==> config.mk <==
export PLATFORM = sky130hd
export DESIGN_NAME = led_fb_scheduler
export DESIGN_NICKNAME = d
export VERILOG_FILES = /design/src/rtl/led_pkg.sv /design/src/rtl/led_fb_fetch.sv /design/src/rtl/led_fb_scheduler.sv
export SDC_FILE = /design/constraint.sdc
export NUM_CORES = 1
export LEC_CHECK = 0
export ABC_AREA = 1
export CAP_MARGIN = 20
export CORE_UTILIZATION = 53
export CTS_CLUSTER_DIAMETER = 30
export DETAILED_ROUTE_END_ITERATION = 8
export PLACE_DENSITY = 0.88
export SLEW_MARGIN = 20
export SYNTH_ARGS = -nofsm -noshare
export SYNTH_HDL_FRONTEND = slang
export SYNTH_SLANG_ARGS = --single-unit
==> constraint.sdc <==
create_clock -name sys_clk -period 3.8 [get_ports sys_clk]
set_clock_uncertainty 0.05 [all_clocks]
set_input_delay 0.76 -clock sys_clk [delete_from_list [all_inputs] [get_ports sys_clk]]
set_output_delay 0.76 -clock sys_clk [all_outputs]
set_load 0.03 [all_outputs]
==> src/rtl/led_pkg.sv <==
// Shared definitions for the LED framebuffer scheduler: swap FSM encoding and
// the default framebuffer word size.
package led_pkg;

    typedef enum logic [1:0] {
        S_IDLE  = 2'd0,
        S_ARMED = 2'd1,
        S_SWAP  = 2'd2,
        S_ACK   = 2'd3
    } swap_state_e;

    localparam int unsigned C_WORD_BYTES_DFLT = 4;

endpackage

==> src/rtl/led_fb_fetch.sv <==
// Framebuffer fetch engine: turns blitter coordinates into word fetch requests,
// with one pending request, a single-entry skid and an underrun counter.
module led_fb_fetch
    import led_pkg::*;
#(
    parameter int unsigned C_LED_CHAIN_LENGTH = 4,
    parameter int unsigned C_LED_WIDTH        = 32,
    parameter int unsigned C_LED_NBANKS       = 16,
    parameter int unsigned C_WORD_BYTES       = C_WORD_BYTES_DFLT,
    localparam int unsigned X_W = $clog2(C_LED_WIDTH * C_LED_CHAIN_LENGTH),
    localparam int unsigned Y_W = $clog2(C_LED_NBANKS)
) (
    input  logic           sys_clk,
    input  logic           sys_rst,
    input  logic [X_W-1:0] cur_x,
    input  logic [Y_W-1:0] cur_y,
    input  logic [31:0]    front_base,
    input  logic           rd_ready,
    output logic           rd_valid,
    output logic [31:0]    rd_addr,
    output logic [7:0]     underrun_count
);

    localparam logic [31:0] LINE_WORDS = 32'(C_LED_WIDTH * C_LED_CHAIN_LENGTH);
    localparam logic [31:0] WORD_BYTES = 32'(C_WORD_BYTES);

    logic [X_W+Y_W-1:0] coord, coord_q;
    logic               first_q;
    logic               valid_q, valid_d;
    logic [31:0]        addr_q, addr_d;
    logic               skid_valid_q, skid_valid_d;
    logic [31:0]        skid_addr_q, skid_addr_d;
    logic [7:0]         underrun_q, underrun_d;
    logic               trigger, retire;
    logic [31:0]        fetch_addr;

    assign coord = {cur_y, cur_x};

    always_comb begin
        trigger      = first_q | (coord != coord_q);
        retire       = valid_q & rd_ready;
        fetch_addr   = front_base + (32'(cur_y) * LINE_WORDS + 32'(cur_x)) * WORD_BYTES;
        valid_d      = valid_q;
        addr_d       = addr_q;
        skid_valid_d = skid_valid_q;
        skid_addr_d  = skid_addr_q;
        underrun_d   = underrun_q;
        if (valid_q && !retire) begin
            // Pending request must stay stable; newest coordinate wins the skid.
            if (trigger) begin
                skid_valid_d = 1'b1;
                skid_addr_d  = fetch_addr;
                if (underrun_q != 8'hFF) begin
                    underrun_d = underrun_q + 8'd1;
                end
            end
        end else if (trigger) begin
            valid_d      = 1'b1;
            addr_d       = fetch_addr;
            skid_valid_d = 1'b0;
        end else if (skid_valid_q) begin
            valid_d      = 1'b1;
            addr_d       = skid_addr_q;
            skid_valid_d = 1'b0;
        end else begin
            valid_d = 1'b0;
        end
    end

    always_ff @(posedge sys_clk) begin
        coord_q <= coord;
        if (sys_rst) begin
            first_q      <= 1'b1;
            valid_q      <= 1'b0;
            addr_q       <= '0;
            skid_valid_q <= 1'b0;
            skid_addr_q  <= '0;
            underrun_q   <= '0;
        end else begin
            first_q      <= 1'b0;
            valid_q      <= valid_d;
            addr_q       <= addr_d;
            skid_valid_q <= skid_valid_d;
            skid_addr_q  <= skid_addr_d;
            underrun_q   <= underrun_d;
        end
    end

    assign rd_valid       = valid_q;
    assign rd_addr        = addr_q;
    assign underrun_count = underrun_q;

endmodule

==> src/rtl/led_fb_scheduler.sv <==
// LED framebuffer scheduler: double-buffer swap handshake synchronised to vsync,
// frame counting, and the fetch engine reading from the current front buffer.
module led_fb_scheduler
    import led_pkg::*;
#(
    parameter int unsigned C_LED_CHAIN_LENGTH = 4,
    parameter int unsigned C_LED_WIDTH        = 32,
    parameter int unsigned C_LED_NBANKS       = 16,
    parameter int unsigned C_WORD_BYTES       = C_WORD_BYTES_DFLT,
    localparam int unsigned X_W = $clog2(C_LED_WIDTH * C_LED_CHAIN_LENGTH),
    localparam int unsigned Y_W = $clog2(C_LED_NBANKS)
) (
    input  logic           sys_clk,
    input  logic           sys_rst,
    input  logic [31:0]    cfg_bufa_base,
    input  logic [31:0]    cfg_bufb_base,
    input  logic           host_swap_req,
    output logic           host_swap_ack,
    input  logic           ctl_vsync,
    input  logic [X_W-1:0] ctl_cur_x,
    input  logic [Y_W-1:0] ctl_cur_y,
    output logic           rd_valid,
    input  logic           rd_ready,
    output logic [31:0]    rd_addr,
    output logic           front_sel,
    output logic [31:0]    back_base,
    output logic [15:0]    frame_count,
    output logic [7:0]     underrun_count
);

    swap_state_e state_q, state_d;
    logic        vsync_q, vsync_rise;
    logic        front_sel_q, front_sel_d;
    logic [31:0] front_base_q, front_base_d;
    logic [31:0] back_base_q, back_base_d;
    logic        ack_q, ack_d;
    logic [15:0] frame_q, frame_d;

    always_comb begin
        vsync_rise   = ctl_vsync & ~vsync_q;
        state_d      = state_q;
        front_sel_d  = front_sel_q;
        front_base_d = front_base_q;
        back_base_d  = back_base_q;
        frame_d      = frame_q + 16'(vsync_rise);
        unique case (state_q)
            S_IDLE:  if (host_swap_req) state_d = S_ARMED;
            S_ARMED: begin
                if (!host_swap_req) begin
                    state_d = S_IDLE;
                end else if (vsync_rise) begin
                    state_d = S_SWAP;
                end
            end
            S_SWAP: begin
                // Old front becomes the host-writable back buffer.
                front_sel_d  = ~front_sel_q;
                front_base_d = front_sel_q ? cfg_bufa_base : cfg_bufb_base;
                back_base_d  = front_sel_q ? cfg_bufb_base : cfg_bufa_base;
                state_d      = S_ACK;
            end
            S_ACK:   if (!host_swap_req) state_d = S_IDLE;
            default: state_d = S_IDLE;
        endcase
        ack_d = (state_d == S_ACK);
    end

    always_ff @(posedge sys_clk) begin
        if (sys_rst) begin
            state_q      <= S_IDLE;
            vsync_q      <= 1'b0;
            front_sel_q  <= 1'b0;
            front_base_q <= cfg_bufa_base;
            back_base_q  <= cfg_bufb_base;
            ack_q        <= 1'b0;
            frame_q      <= '0;
        end else begin
            state_q      <= state_d;
            vsync_q      <= ctl_vsync;
            front_sel_q  <= front_sel_d;
            front_base_q <= front_base_d;
            back_base_q  <= back_base_d;
            ack_q        <= ack_d;
            frame_q      <= frame_d;
        end
    end

    // Next-state base so a fetch triggered during the swap cycle uses the new front.
    led_fb_fetch #(
        .C_LED_CHAIN_LENGTH (C_LED_CHAIN_LENGTH),
        .C_LED_WIDTH        (C_LED_WIDTH),
        .C_LED_NBANKS       (C_LED_NBANKS),
        .C_WORD_BYTES       (C_WORD_BYTES)
    ) u_fetch (
        .sys_clk        (sys_clk),
        .sys_rst        (sys_rst),
        .cur_x          (ctl_cur_x),
        .cur_y          (ctl_cur_y),
        .front_base     (front_base_d),
        .rd_ready       (rd_ready),
        .rd_valid       (rd_valid),
        .rd_addr        (rd_addr),
        .underrun_count (underrun_count)
    );

    assign host_swap_ack = ack_q;
    assign front_sel     = front_sel_q;
    assign back_base     = back_base_q;
    assign frame_count   = frame_q;

endmodule

==> run_results.csv, run 1 <==
group,metric,value,unit
logic_synthesis,yosys.area.top_type_share,0.304,
final_layout,antenna_cells,0,
place,port_buffers,170,
power_and_ir_drop,p_leak,0.00533,uW
clocking,clk_root_buffer_cell,"clkbuf_16",
clocking,ctsHoldBuffers,0,
clocking,cts_buffers,17,
clocking,cts.sinks,171,
die,die_height,133,um
timing,min_period,3.12,ns
die,initial_core_util,0.548,
routing,wire_per_inst,14.0,um
timing,timing.fmax,321,MHz
logic_synthesis,async_reset_ff_frac,0,
clocking,clkTransAtPathRegs,0.07,ns
place,dp_hpwl,17700,um
power_and_ir_drop,irDropWorstVdd,0.000341,V
final_layout,n_fill_cell,1433,
min_path,hold_path_class,"register to register",
die,die_area,17800,um2
logic_synthesis,synthesis.area,9160,um2
logic_synthesis,synth_area_leaders,"dfxtp_1 30%, nand2_1 22%, edfxtp_1 10%",
routing,drt_wl_total,24800,um
logic_synthesis,syn_inst,1389,
timing,hold_viol_final,0,
final_layout,synthToLayoutAreaGrowth,26.1,%
timing,fin_tns_setup,0,ns
die,core,16700,um2
timing,setup_viol,0,
routing,drtAntennaViolNets,0,
logic_synthesis,synth_commonest_cells,"526 x nand2_1, 151 x inv_1, 141 x nor2_1, 139 x dfxtp_1, 82 x a21oi_1",
logic_synthesis,synth.avg_cell_area,6.59,um2
timing,relSlewSlack,0.327,
final_layout,layout.nets,1629,
logic_synthesis,synth_edf_count,32,
clocking,ctsResizeCount,0,
global_routing,grt_overflow_total,0,
die,rows,47,
logic_synthesis,yosysTopAreaCell,"dfxtp_1",
global_routing,first_global_vias,8671,
logic_synthesis,ys_types,39,
power_and_ir_drop,p_per_area,431,nW/um2
place,dpl_cell_area,11000,um2
routing,drc,0,
run_status,outcome,"completed",
global_routing,track_usage,0.288,
clocking,cts_tree,"built",
critical_path,endpoint_kind,"register",
critical_path,startpoint_type,"input pin",
logic_synthesis,ys.flop_type,"dfxtp_1",
timing,tightestPinTransition,1.01,ns
logic_synthesis,synth_nets,1484,
logic_synthesis,ys_seq_elements,171,
logic_synthesis,seq_area_frac_synth,0.409,
clocking,cts_max_level,4,
global_routing,grt_pass1_wl,40900,um
critical_path,critPathMaxFanout,8,
global_routing,grt_antenna_before_repair,0,
clocking,postCtsSetupRepairBufs,0,
timing,rsz0062_at_grt,"false",
routing,dr.pass1.iters,6,
logic_synthesis,yosysWarnings,0,
final_layout,design_area,11500,um2
die,die_w,133,um
place,gp_congestion,0.902,
routing,drt_iter0_markers,657,
timing,drv_slew,0,
routing,via_per_inst,5.17,
critical_path,worstSetupPathType,"input pin to register",
routing,via_count,9141,
critical_path,critPathRequiredTime,4.08,ns
global_routing,grt_max_degree,93,
critical_path,crit_arrival,3.40,ns
flow_run,max-cap-violations,0,
final_layout,drive_gt1_frac,0.0485,
timing,period_share,0.821,
clocking,cts.path.max_buffers,2,
clocking,clock_latency,0.44,ns
logic_synthesis,post-synth-top-count-cell,"nand2_1",
die,io_pins,171,
==> sequential cells by signal, summed over array words and instances (netlist names), 2 cells and up <==
name / count
u_fetch.rd_addr: 32
u_fetch.coord_q: 11
state_q: 2
back_base: 32
u_fetch.underrun_count: 8
u_fetch.skid_addr_q: 32
frame_count: 16
front_base_q: 32
==> worst paths after layout <==
path | start | end | slack [ns] | depth (start not counted)
hold reg to reg | u_fetch.skid_addr_q[2] | u_fetch.skid_addr_q[2] | 0.40 | 2
hold / removal | u_fetch.skid_addr_q[2] | u_fetch.skid_addr_q[2] | 0.40 | 2
setup reg to reg | state_q[1] | u_fetch.skid_addr_q[18] | 0.70 | 18
setup / recovery | cfg_bufb_base[2] | u_fetch.skid_addr_q[18] | 0.68 | 17
==> through the flow <==
| stage | hold slack [ns] | utilization | setup WS (ns) | power (uW) | std cells |
|---|---|---|---|---|---|
| 3_3_place_gp | 0.384 | 0.656 | 0.289 | 3240 | 1735 |
| 3_5_place_dp | 0.390 | 0.656 | 0.245 | 3260 | 1735 |
| 2_1_floorplan | 0.375 | - | 0.772 | 2830 | 1389 |
| 4_1_cts | 0.400 | 0.691 | 0.671 | 4980 | 1767 |
| 5_1_grt | 0.432 | 0.691 | 0.341 | 5200 | 1767 |
| 6_report | 0.399 | 0.691 | 0.681 | 4970 | 1767 |
==> routing by layer <==
| layer | wire (um) | GRT usage | up-vias |
|---|---|---|---|
| met2 | 12300 | 0.504 | 302 |
| met5 | 0 | 0 | - |
| met1 | 10100 | 0.338 | 4154 |
| li1 | - | - | 4614 |
| met3 | 1360 | 0.0529 | 71 |
| met4 | 981 | 0.140 | 0 |
==> final cells by class <==
type / instances / area, um2 / area share
clock buffer: 19 / 454 / 0.0394
clock inverter: 13 / 128 / 0.0111
inverter: 156 / 586 / 0.0507
multi-input combinational: 1004 / 4520 / 0.391
sequential: 171 / 3740 / 0.324
tap: 220 / 275 / 0.0239
timing repair buffer: 184 / 1840 / 0.159
==> critical path: stages <==
cell and delay [ns]:
clkdlybuf4s50_1 0.47, o21ai_0 0.10, o21ai_1 0.24, ha_1 0.24, inv_1 0.06, fa_1 0.41, inv_1 0.11, nand3_1 0.07
nand3_1 0.11, nand2_1 0.06, nand2_1 0.09, nand2_1 0.07, nand2_2 0.16, nand2_1 0.09, xor2_1 0.15, o21ai_0 0.15
inv_1 0.05
==> cells by family (layout without fill, tap and decap cells) <==
logic type,Yosys count,in the layout,synth area share
buffers and inverters,214,372,0.0981
adder cells (fa/ha/maj),15,15,0.0213
XOR/XNOR,27,27,0.0267
AO/OA/AOI/OAI,175,175,0.0976
flip-flops,171,171,0.409
AND/OR/NAND/NOR,787,787,0.347
==> cell usage in the layout (no fill, tap or decap), types with 3 or more instances in the layout <==
| cell | instances |
|---|---|
| nor3_1 | 14 |
| inv_1 | 150 |
| clkbuf_16 | 18 |
| nand4_1 | 7 |
| o21ai_0 | 70 |
| nand2_1 | 526 |
| xor2_1 | 17 |
| nor2_4 | 3 |
| ha_1 | 14 |
| o21ai_1 | 15 |
| buf_4 | 11 |
| clkinv_4 | 3 |
| and2_0 | 3 |
| inv_6 | 4 |
| dfxtp_1 | 139 |
| xnor2_1 | 9 |
| buf_12 | 3 |
| edfxtp_1 | 32 |
| a21oi_1 | 82 |
| nand2_2 | 13 |
| nand3_1 | 72 |
| clkdlybuf4s50_1 | 169 |
| inv_2 | 5 |
| nor2_1 | 140 |
| nor2_2 | 3 |
==> power by group <==
part	internal, uW	total (uW)	switching, uW
Clock	956	1740	780
Combinational	439	1160	725
Sequential	2010	2070	65.8
Note: power is estimated with default switching activity, not from simulation.
==> run 2, diff against run 1 <==
- clock period: 3.8 -> 3.06 ns (I/O delays scaled with it)
==> run_results.csv, run 2 (synthesized netlist as in run 1, its figures left out) <==
group,metric,value,unit
run_status,outcome,"completed",
final_layout,synthToLayoutAreaGrowth,30.4,%
place,dp_cells,1780,
clocking,cts_tree,"built",
timing,period_share,0.951,
final_layout,layout.nets,1678,
routing,drc,0,
die,die_height,133,um
routing,via_count,9482,
timing,drv_slew,0,
global_routing,grt_overflow_total,0,
routing,drt_wl_total,25600,um
final_layout,antenna_cells,0,
power_and_ir_drop,p_leak,0.00558,uW
final_layout,layout_commonest_cell,"nand2_1",
die,die_w,133,um
place,gp_congestion,0.919,
final_layout,fin_cells,1815,
critical_path,endpoint_kind,"register",
die,die_area,17800,um2
global_routing,grt_max_degree,62,
place,port_buffers,170,
critical_path,startpoint_type,"register",
clocking,cts_max_level,4,
final_layout,final_cell_mix,"526 x nand2_1, 169 x clkdlybuf4s50_1, 150 x inv_1",
power_and_ir_drop,power,6260,uW
final_layout,n_fill_cell,1369,
clocking,cts.sinks,171,
global_routing,track_usage,0.295,
clocking,clk_root_buffer_cell,"clkbuf_16",
timing,setup_viol,0,
timing,relSlewSlack,0.561,
routing,via_per_inst,5.22,
min_path,hold_path_class,"register to register",
timing,min_period,2.91,ns
routing,wire_per_inst,14.1,um
critical_path,critPathMaxFanout,20,
critical_path,crit_arrival,3.23,ns
routing,dr.pass1.iters,6,
timing,hold_viol_final,0,
timing,tightestPinTransition,0.651,ns
global_routing,first_global_vias,9049,
die,rows,47,
critical_path,critPathRequiredTime,3.38,ns
die,io_pins,171,
power_and_ir_drop,p_per_area,524,nW/um2
routing,drtAntennaViolNets,0,
critical_path,worstSetupPathType,"register to register",
final_layout,drive_gt1_frac,0.0803,
global_routing,grt_pass1_wl,42000,um
flow_run,max-cap-violations,0,
die,initial_core_util,0.548,
place,dp_hpwl,18400,um
global_routing,grt_antenna_before_repair,0,
clocking,cts.path.max_buffers,2,
power_and_ir_drop,irDropWorstVdd,0.000443,V
clocking,cts_buffers,17,
clocking,clkTransAtPathRegs,0.06,ns
routing,drt_iter0_markers,753,
clocking,clock_latency,0.43,ns
timing,timing.fmax,344,MHz
die,core,16700,um2
run 2: cell count changes in the layout (fill, tap and decap cells not counted), sizes merged:
cell,previous run,this run
inv,162,160
clkbuf,19,20
buf,15,64
run 2: where the power goes:
part | switching (uW) | internal (uW)
Combinational | 934 | 623
Clock | 936 | 1200
Sequential | 81.0 | 2490
run 2: final cells by class:
class | count | area (um2) | share of cell area
tap | 220 | 275 | 0.0230
clock inverter | 11 | 106 | 0.00891
clock buffer | 20 | 468 | 0.0392
multi-input combinational | 1004 | 4550 | 0.381
inverter | 156 | 586 | 0.0490
sequential | 171 | 3740 | 0.314
timing repair buffer | 233 | 2210 | 0.185
run 2: what timing repair did:
item	4_1_cts	5_1_grt
endpoints found under the setup margin	0	33
hold buffers	0	0
resized for setup	0	11
setup buffers	0	4
run 2: final timing paths:
kind                                             start                       to  slack, ns  depth (start not counted)
worst max register to register               front_sel  u_fetch.skid_addr_q[17]       0.15                         13
worst min-delay path            u_fetch.skid_addr_q[1]   u_fetch.skid_addr_q[1]       0.40                          2
worst min register to register  u_fetch.skid_addr_q[1]   u_fetch.skid_addr_q[1]       0.40                          2
worst max-delay path                         front_sel  u_fetch.skid_addr_q[17]       0.15                         13
run 2: routing by layer:
metal / track usage / vias to the layer above / wire length [um]
li1: - / 4708 / -
met1: 0.340 / 4364 / 10300
met2: 0.524 / 337 / 12800
met3: 0.0525 / 73 / 1530
met4: 0.145 / 0 / 938
met5: 0 / - / 0
run 2: critical path: stages (launching register included):
cell and delay (ns):
dfxtp_1 0.43, buf_4 0.23, buf_6 0.22, o21ai_0 0.12, o21ai_1 0.25, ha_1 0.34, inv_1 0.15, o21bai_1 0.12
nor2_1 0.11, nand3_1 0.14, nand2_2 0.16, xor2_1 0.30, nand2_1 0.10, a21oi_1 0.14
run 2: stage by stage:
stage	setup TNS [ns]	worst slack, ns	instance area [um2]	util	hold slack (ns)
floorplan	0	0.0319	9160	-	0.375
global placement	-1.31	-0.164	11300	0.676	0.385
detailed placement	-2.91	-0.242	11300	0.676	0.391
CTS	0	0.122	11900	0.711	0.401
global route	-0.168	-0.0533	11900	0.715	0.418
finish	0	0.151	11900	0.715	0.400
==> run 3, diff against run 2 <==
- CORE_UTILIZATION: 53 -> 54
- CTS_BUF_LIST: unset -> sky130_fd_sc_hd__clkbuf_8
- PLACE_DENSITY: 0.88 -> 0.89
==> run_results.csv, run 3 (synthesized netlist as in run 1, its figures left out) <==
group,metric,value,unit
run_status,outcome,"completed",
timing,setup_viol,0,
timing,fin_tns_setup,0,ns
clocking,clock_latency,0.48,ns
timing,drv_slew,0,
power_and_ir_drop,irDropWorstVdd,0.000296,V
global_routing,grt_antenna_before_repair,0,
routing,drc,0,
die,die_height,132,um
routing,drt_iter0_markers,771,
clocking,postCtsSetupRepairBufs,0,
clocking,ctsHoldBuffers,0,
routing,drt_wl_total,25100,um
timing,tightestPinTransition,0.639,ns
critical_path,worstSetupPathType,"input pin to register",
critical_path,r2r_start,"state_q[1]",
power_and_ir_drop,p_per_area,494,nW/um2
timing,period_share,0.927,
timing,relSlewSlack,0.570,
min_path,hold_path_class,"register to register",
die,io_pins,171,
timing,min_period,2.84,ns
place,gp_congestion,0.933,
die,die_w,132,um
routing,via_count,9294,
global_routing,track_usage,0.298,
timing,timing.fmax,353,MHz
clocking,cts_max_level,4,
routing,via_per_inst,5.15,
routing,drtAntennaViolNets,0,
die,initial_core_util,0.552,
critical_path,critPathRequiredTime,3.43,ns
critical_path,startpoint_type,"input pin",
routing,wire_per_inst,13.9,um
place,port_buffers,170,
clocking,ctsResizeCount,0,
routing,dr.pass1.iters,6,
final_layout,layout_commonest_cell,"nand2_1",
global_routing,grt_pass1_wl,41900,um
die,rows,47,
final_layout,synthToLayoutAreaGrowth,27.3,%
power_and_ir_drop,p_leak,0.00542,uW
final_layout,final_cell_mix,"526 x nand2_1, 169 x clkdlybuf4s50_1, 151 x inv_1",
flow_run,max-cap-violations,0,
critical_path,endpoint_kind,"register",
clocking,cts.sinks,171,
place,dp_hpwl,18100,um
final_layout,antenna_cells,0,
global_routing,grt_overflow_total,0,
min_path,min_from,"u_fetch.skid_addr_q[2]",
final_layout,drive_gt1_frac,0.0739,
clocking,clk_root_buffer_cell,"clkbuf_8",
die,die_area,17500,um2
critical_path,critPathMaxFanout,7,
clocking,cts_tree,"built",
clocking,clkTransAtPathRegs,0.09,ns
die,core,16600,um2
timing,rsz0062_at_grt,"true",
final_layout,layout.nets,1665,
timing,fin_hold_ws,0.405,ns
global_routing,first_global_vias,8850,
timing,hold_viol_final,0,
global_routing,grt_max_degree,72,
clocking,cts.path.max_buffers,2,
clocking,cts_buffers,17,
critical_path,cp-startpoint,"cfg_bufb_base[2]",
critical_path,crit_arrival,3.20,ns
-- run 3: worst paths after layout --
kind / endpoint / slack [ns] / cells after the start
worst max-delay path: u_fetch.rd_addr[14] / 0.22 / 17
worst min-delay path: u_fetch.skid_addr_q[2] / 0.40 / 2
worst max register to register: u_fetch.rd_addr[31] / 0.23 / 19
worst min register to register: u_fetch.skid_addr_q[2] / 0.40 / 2
-- run 3: critical path: stages --
cell	delay (ns)
clkdlybuf4s50_1	0.49
o21ai_0	0.08
o21ai_1	0.27
ha_2	0.24
inv_1	0.05
fa_2	0.35
inv_1	0.08
nand3_1	0.06
nand3_1	0.10
nand2_1	0.06
nand2_1	0.08
nand2_1	0.09
nand2_4	0.12
buf_4	0.13
xor2_2	0.18
nand2_1	0.08
a21oi_1	0.12
-- run 3: layout make-up --
class	count	area, um2
clock buffer	20	275
sequential	171	3750
fill	1380	4930
clock inverter	12	139
inverter	156	586
timing repair buffer	220	2100
tap	220	275
multi-input combinational	1004	4530
-- run 3: stage by stage --
| step | area [um2] | total power, uW | std cells | util | worst slack [ns] |
|---|---|---|---|---|---|
| after floorplan | 9160 | 3510 | 1389 | - | 0.0319 |
| after global placement | 11200 | 4080 | 1771 | 0.676 | -0.170 |
| after detailed placement | 11200 | 4110 | 1771 | 0.676 | -0.294 |
| after CTS | 11600 | 5760 | 1803 | 0.701 | 0.130 |
| after global routing | 11700 | 6030 | 1803 | 0.703 | -0.00427 |
| final | 11700 | 5760 | 1803 | 0.703 | 0.224 |
-- run 3: power by group --
part / switching [uW] / internal, uW
clock: 875 / 799
sequential: 80.5 / 2490
combinational: 918 / 596
total: 1870 / 3880
-- run 3: routing by layer --
layer | routed length, um | global-route usage | part of all wire
met5 | 0 | 0 | 0
met4 | 1150 | 0.183 | 0.046
met3 | 1470 | 0.0542 | 0.059
met2 | 12400 | 0.512 | 0.49
met1 | 10100 | 0.347 | 0.40
